[src/rtl/hand_scorer.sv]
// rtl/hand_scorer.sv - per-hand registered baccarat score, count and status flags
// Optional natural detection: define HAND_SCORER_NATURAL_EN to build it, otherwise natural is tied to 0.
module hand_scorer #(
  parameter int NUM_HANDS = 2,
  parameter int MAX_CARDS = 3,
  parameter int MOD       = 10,
  localparam int CW = $clog2(MAX_CARDS + 1),
  localparam int HW = (NUM_HANDS > 1) ? $clog2(NUM_HANDS) : 1
) (
  input  logic                    slow_clock,
  input  logic                    resetb,
  input  logic                    clear,
  input  logic                    card_valid,
  input  logic [HW-1:0]           card_hand,
  input  logic [3:0]              card_value,
  output logic                    card_accept,
  output logic                    card_reject,
  output logic [4*NUM_HANDS-1:0]  total,
  output logic [CW*NUM_HANDS-1:0] count,
  output logic [NUM_HANDS-1:0]    full,
  output logic [NUM_HANDS-1:0]    natural
);

  typedef enum logic [1:0] {EMPTY, PARTIAL, FULL_ST} state_t;

  logic                 legal;
  logic [3:0]           card_pts;
  logic [NUM_HANDS-1:0] hit;
  logic                 tgt_full;
  logic                 take_card;
  logic                 drop_card;

  assign legal    = (card_value >= 4'd1) && (card_value <= 4'd13);
  assign card_pts = (card_value <= 4'd9) ? card_value : 4'd0;

  // An out-of-range hand index matches no hand, so hit stays all-zero.
  always_comb begin
    hit = '0;
    for (int i = 0; i < NUM_HANDS; i++) begin
      if (card_hand == HW'(i)) hit[i] = 1'b1;
    end
  end

  assign tgt_full  = |(hit & full);
  assign take_card = card_valid && !clear && legal && (|hit) && !tgt_full;
  assign drop_card = card_valid && !clear && !take_card;

  always_ff @(posedge slow_clock or negedge resetb) begin
    if (!resetb) begin
      card_accept <= 1'b0;
      card_reject <= 1'b0;
    end else begin
      card_accept <= take_card;
      card_reject <= drop_card;
    end
  end

  for (genvar g = 0; g < NUM_HANDS; g++) begin : g_hand
    state_t        st, st_nxt;
    logic [CW-1:0] cnt, cnt_nxt;
    logic [3:0]    tot, tot_nxt;
    logic [4:0]    sum;
    logic          hand_full;

    always_ff @(posedge slow_clock or negedge resetb) begin
      if (!resetb) begin
        st  <= EMPTY;
        cnt <= '0;
        tot <= '0;
      end else begin
        st  <= st_nxt;
        cnt <= cnt_nxt;
        tot <= tot_nxt;
      end
    end

    // Incremental modulo: both operands are below MOD, so one subtraction suffices.
    always_comb begin
      st_nxt  = st;
      cnt_nxt = cnt;
      tot_nxt = tot;
      sum     = {1'b0, tot} + {1'b0, card_pts};
      if (clear) begin
        st_nxt  = EMPTY;
        cnt_nxt = '0;
        tot_nxt = '0;
      end else if (take_card && hit[g]) begin
        cnt_nxt = cnt + CW'(1);
        tot_nxt = (sum >= 5'(MOD)) ? 4'(sum - 5'(MOD)) : sum[3:0];
        st_nxt  = (cnt_nxt == CW'(MAX_CARDS)) ? FULL_ST : PARTIAL;
      end
    end

    always_comb begin
      hand_full = (st == FULL_ST);
    end

    assign total[4*g +: 4]  = tot;
    assign count[CW*g +: CW] = cnt;
    assign full[g]          = hand_full;

`ifdef HAND_SCORER_NATURAL_EN
    assign natural[g] = (MAX_CARDS >= 2) && (int'(cnt) == 2) && (tot >= 4'(MOD - 2));
`else
    assign natural[g] = 1'b0;
`endif
  end

endmodule

[config.mk]
export PLATFORM = sky130hd
export DESIGN_NAME = hand_scorer
export DESIGN_NICKNAME = d
export VERILOG_FILES = /design/src/rtl/hand_scorer.sv
export SDC_FILE = /design/constraint.sdc
export NUM_CORES = 1
export LEC_CHECK = 0
export BUFFER_PORTS_ARGS = -buffer_cell sky130_fd_sc_hd__buf_4
export CAP_MARGIN = 30
export CORE_UTILIZATION = 58
export CTS_CLUSTER_DIAMETER = 120
export DETAILED_ROUTE_END_ITERATION = 10
export PLACE_DENSITY = 0.84
export SLEW_MARGIN = 20
export SYNTH_ARGS = -nofsm -noshare
export SYNTH_HDL_FRONTEND = slang
export SYNTH_SLANG_ARGS = --single-unit
export TNS_END_PERCENT = 50
[constraint.sdc]
create_clock -name slow_clock -period 4.1 [get_ports slow_clock]
set_clock_uncertainty 0.05 [all_clocks]
set_input_delay 0.82 -clock slow_clock [delete_from_list [all_inputs] [get_ports slow_clock]]
set_output_delay 0.82 -clock slow_clock [all_outputs]
set_load 0.02 [all_outputs]
* After elaboration in Yosys (flattened, before gate mapping)
Index checks and enable logic that the tools add are counted.
** Word-level totals
- Register bits after elaboration :: 18
- Output and inout port bits :: 18
** Operators by class
- $add $sub $neg :: 6
- $lt $le $gt $ge :: 5
- Eq/ne operators :: 4
- Multiplexer cells :: 19
- Bitwise logic cells :: 1
- Reduce and logical (&&, ||, !) cells :: 15
** Operator list (count)
- 4-bit 2-to-1 mux :: 7
- 2-bit 2-to-1 mux :: 10
- 4-bit by 4-bit adder with 5-bit output :: 2
- 5-bit by 4-bit >= comparator with 1-bit output, second input constant :: 2
- 2-bit == test, second input constant :: 4
- 4-bit less-or-equal comparator, second input constant :: 2
- 1-bit logical AND :: 8
- 4-bit subtractor, second input constant :: 2
- 2-bit by 1-bit adder with 2-bit output, second input constant :: 2
- 4-bit by 1-bit >= comparator with 1-bit output, second input constant :: 1
- 2-bit nonzero test :: 2
- 2-bit OR reduction :: 2
- 1-bit logical NOT :: 3
- 2-bit bitwise AND :: 1
- 1-bit 2-to-1 mux :: 2

* Depth between registers and ports, before layout
- Depth in word-level cells :: 8
- Gate-level depth with buffers :: 14

* Least setup slack after synthesis
OpenSTA, ideal clock, no wires.
- Path type :: input -> register
- Start :: in card_value[1]
- End :: reg g_hand[0].tot[2]
- Library setup time :: 126 ps
- Arrival :: 3194 ps
- Setup slack :: 730 ps
- Cell stages on the path :: 14
- Buffers on the path :: 1
- Cells stage by stage :: buf_2 o21ai_0 and2_1 ha_1 ha_1 a21oi_1 xor2_1 ha_1 nor2_1 nor2_1 o221ai_1 o21bai_1 a41o_2 a221o_1
** On the way
- Cells in the longest elaborated chain, start to end :: 7
** Ends and longest elaborated chain
- start, declared :: line 15 : input logic [3:0] card_value,
- 4-bit less-or-equal comparator (tied with other cells) :: line 34 : assign card_pts = (card_value <= 4'd9) ? card_value : 4'd0;
- 4-bit 2-to-1 mux or 1-bit logical AND (tied branches) :: line 34, 33
- 4-bit by 4-bit adder with 5-bit output or 1-bit logical AND (tied branches) :: line 82, 45
- 4-bit subtractor (tied with other cells) :: line 89 : tot_nxt = (sum >= 5'(MOD)) ? 4'(sum - 5'(MOD)) : sum[3:0];
- 4-bit 2-to-1 mux or 1-bit logical AND (tied branches) :: line 89, 45
- 4-bit 2-to-1 mux or 1-bit logical AND (tied branches) :: line 87 : end else if (take_card && hit[g]) begin
- 4-bit 2-to-1 mux or 2-bit nonzero test (tied branches)
- end signal, assigned :: line 73 : tot <= tot_nxt;
- end, declared :: line 61 : logic [3:0] tot, tot_nxt;
Several ways; a longest one is shown, not always the timed one. The select of a mux whose other input is x is not followed.
A chain may end at the register's enable or synchronous reset.

* Worst setup path after layout
Ends and elaborated chain as after synthesis.

==> flow_metrics.tcl <==
set metrics [dict create \
    synthesis.area_per_instance_sq_um 8.937 \
    setup_viol_count_final 0 \
    ys_warn_count 0 \
    finalWorstPathRequiredPeriod_ps 3338 \
    share_of_the_synthesized_area_in_the_top_cell_type 0.3429 \
    placed_cells 191 \
    critical_path.endpoint_type "flip-flop" \
    groute.usage.overall 0.2469 \
    ioPinCount 27 \
    cts_hold_buf 0 \
    cp_top_family "compound AO/OA/AOI/OAI gates" \
    tritoncts "built" \
    synth-seq-area-share 0.3429 \
    drt.antenna.violating_nets 0 \
    coreArea_sq_um 2042 \
    cts.clk_slew.worst_paths_ps 100 \
    quantity_of_i_o_buffers_inserted_on_ports 24 \
    initial_antenna_violation_count 0 \
    floorplan.die_area_sq_um 2460 \
    final_cell_count_no_fill 195 \
    critical_path_required_ps 4230 \
    drt_pass1_iterations 4 \
    cts_max_level 1 \
    placementRows 16 \
    timing.critical_path.slowest_stage_cell "sky130_fd_sc_hd__xor2_1" \
    gp_congestion 0.8285 \
    final.period_utilization 0.8143 \
    synth_edf_count 0 \
    route.detailed.drc 0 \
    synth.cell_area_sq_um 1314 \
    dp_hpwl_um 2101 \
    initial_util 0.6434 \
    timing.setup.critical_path_class "input pin to flip-flop" \
    vdd.ir_drop.worst_uv 235.7 \
    residual_overflow_from_global_routing 0 \
    max_slew_violation_count 0 \
    worstReg2RegStart "g_hand[0].tot[1]" \
    post_cts_setup_inserts 0 \
    holdCritPathClass "input pin to asynchronous set/reset pin" \
    final_design_area_no_fill_sq_um 1521 \
    first_global_vias 1108 \
    worst_pin_slew_ps 508.1 \
    cp_cell_instances "buf_4 -> o21ai_0 -> and2_1 -> ha_1 -> ha_1 -> a21oi_1 -> xor2_1 -> ha_1 -> nor2_1 -> nor2_1 -> o221ai_1 -> o21bai_1 -> a41o_2 -> a221o_1" \
    status "finished, final reports clean" \
    pin_count_of_the_biggest_net_entering_global_routing 19 \
    yosys.cell_types.count 42 \
    design.final.nets 189 \
    syn_to_final_growth_pct 15.81 \
    top_count_cell_post_synth "sky130_fd_sc_hd__dfrtp_1" \
    clk_latency_ps 290 \
    worst_setup_startpoint "card_value[1]" \
    synth.ff_latch_count 18 \
    routed_via_density 5.867 \
    critical_path.most_common_cell "sky130_fd_sc_hd__ha_1" \
    grt_first_pass_wirelength_um 4740 \
    finalHoldViolCount 0 \
    tns_ps 0 \
    post_synth_most_frequent_cells "18 x sky130_fd_sc_hd__dfrtp_1, 14 x sky130_fd_sc_hd__o21ai_0, 12 x sky130_fd_sc_hd__nor2_1" \
    ctsLongestPathBuffers 2 \
    drt-total-wl_um 2753 \
    dieHeight_um 49.60 \
    clk_sink_count 18 \
    synth.largest_area_cell "sky130_fd_sc_hd__dfrtp_1" \
    leakage_nw 0.7571 \
    critPathMaxStageDelay_ps 290 \
    async_flop_share 1.000 \
    cts_inserted_buffers 3 \
    cts_resized 0 \
    maxCapViolCount 0 \
    pwr_density_cell_nw_per_um2 292.1 \
    hold-worst-slack_ps 319.3 \
    worst-endpoint-arrival_ps 3470 \
    cts-root-buf "sky130_fd_sc_hd__clkbuf_4" \
    setup_repair_after_global_routing_missed_its_margin "false" \
    drtIter0Drc 23 \
    max_freq_mhz 299.5 \
    yosys_most_used_dff "sky130_fd_sc_hd__dfrtp_1" \
    count_of_mapped_cells_out_of_synthesis 147 \
    routed-via-count 1144 \
    yosys-top-cells-area "sky130_fd_sc_hd__dfrtp_1 34%, sky130_fd_sc_hd__ha_1 10%, sky130_fd_sc_hd__o21ai_0 5.3%" \
    timing.critical_path.buf_inv 1 \
    layout-drive-gt1-share 0.2262 \
    critPathMaxFanout 8 \
    max-slew-margin-rel 0.6600 \
    antenna_cells 0 \
    route.detailed.wl_per_inst_um 14.12 \
    start_kind "input pin" \
    die_width_um 49.60 \
    placedInstanceArea_sq_um 1485 \
]
-- layout make-up --
type / count / area [sq um]
Clock buffer: 4 / 36.28
Inverter: 10 / 37.54
Fill cell: 165 / 520.5
Timing Repair Buffer: 24 / 180.2
Sequential cell: 18 / 450.4
Multi-Input combinational cell: 112 / 783.3
Tap cell: 27 / 33.78
-- worst paths after layout --
check                              endpoint  slack, ps  depth (start not counted)
max                        g_hand[0].tot[2]        760                         14
min                         g_hand[1].st[0]        320                          1
max reg2reg                g_hand[0].tot[2]       1240                         11
min reg2reg                 g_hand[0].st[1]        470                          2
min in group slow_clock     g_hand[0].st[1]        470                          2
max in group asynchronous  g_hand[0].tot[3]       3480                          1
-- state kept, by name (all words and copies together) (netlist names) --
name / cells
card_accept: 1
g_hand.st: 4
g_hand.tot: 8
g_hand.cnt: 4
card_reject: 1
-- metrics by stage --
step	total power [W]	worst slack, ps	utilization
final	0.0004444	761.6	0.7451
after global routing	0.0004705	591.3	0.7451
after CTS	0.0004452	805.9	0.7451
after detailed placement	0.0003374	515.1	0.7273
after global placement	0.0003317	664.3	0.7273
after floorplan	0.0002945	730.0	-
-- cells by family after synthesis --
logic type,after synthesis,share of synthesized area
XOR/XNOR,10,0.06666
AND/OR/NAND/NOR,49,0.2067
flip-flops,18,0.3429
AO/OA/AOI/OAI,35,0.1733
other,1,0.002854
buffers and inverters,18,0.06381
multiplexers,4,0.03143
adder cells (fa/ha/maj),12,0.1124
-- worst reg2reg max path, cell delays in order (launching register included) --
cell,delay (ps)
sky130_fd_sc_hd__dfrtp_1,480
sky130_fd_sc_hd__xor2_1,200
sky130_fd_sc_hd__ha_1,210
sky130_fd_sc_hd__a21oi_1,210
sky130_fd_sc_hd__xor2_1,290
sky130_fd_sc_hd__ha_1,270
sky130_fd_sc_hd__nor2_1,60
sky130_fd_sc_hd__nor2_1,80
sky130_fd_sc_hd__o221ai_1,120
sky130_fd_sc_hd__o21bai_1,210
sky130_fd_sc_hd__a41o_2,280
sky130_fd_sc_hd__a221o_1,290
-- per-layer routing --
layer,up-vias,wire length (um),global-route usage
li1,565,-,-
met4,0,37,0.07143
met1,542,1309,0.3333
met5,-,0,0
met2,33,1293,0.4257
met3,4,113,0.01235
-- power by group --
group / internal (W) / switching (W)
combinational: 0.0000567 / 0.0000800
clock: 0.0000542 / 0.0000546
sequential: 0.000188 / 0.0000110
-- cell usage in the layout (no fill, tap or decap), types with 3 or more instances in the layout --
cell type	netlist	final
sky130_fd_sc_hd__xnor2_1	4	4
sky130_fd_sc_hd__a31oi_1	3	3
sky130_fd_sc_hd__buf_4	4	24
sky130_fd_sc_hd__clkbuf_4	0	3
sky130_fd_sc_hd__inv_1	10	10
sky130_fd_sc_hd__nand2_1	9	9
sky130_fd_sc_hd__nor2_1	12	12
sky130_fd_sc_hd__nand3_1	10	10
sky130_fd_sc_hd__or2_2	4	4
sky130_fd_sc_hd__a21oi_1	6	6
sky130_fd_sc_hd__dfrtp_1	18	18
sky130_fd_sc_hd__xor2_1	6	6
sky130_fd_sc_hd__o21ai_0	14	14
sky130_fd_sc_hd__mux2i_1	3	3
sky130_fd_sc_hd__ha_1	11	11
Power figures use the tool's default switching activity.
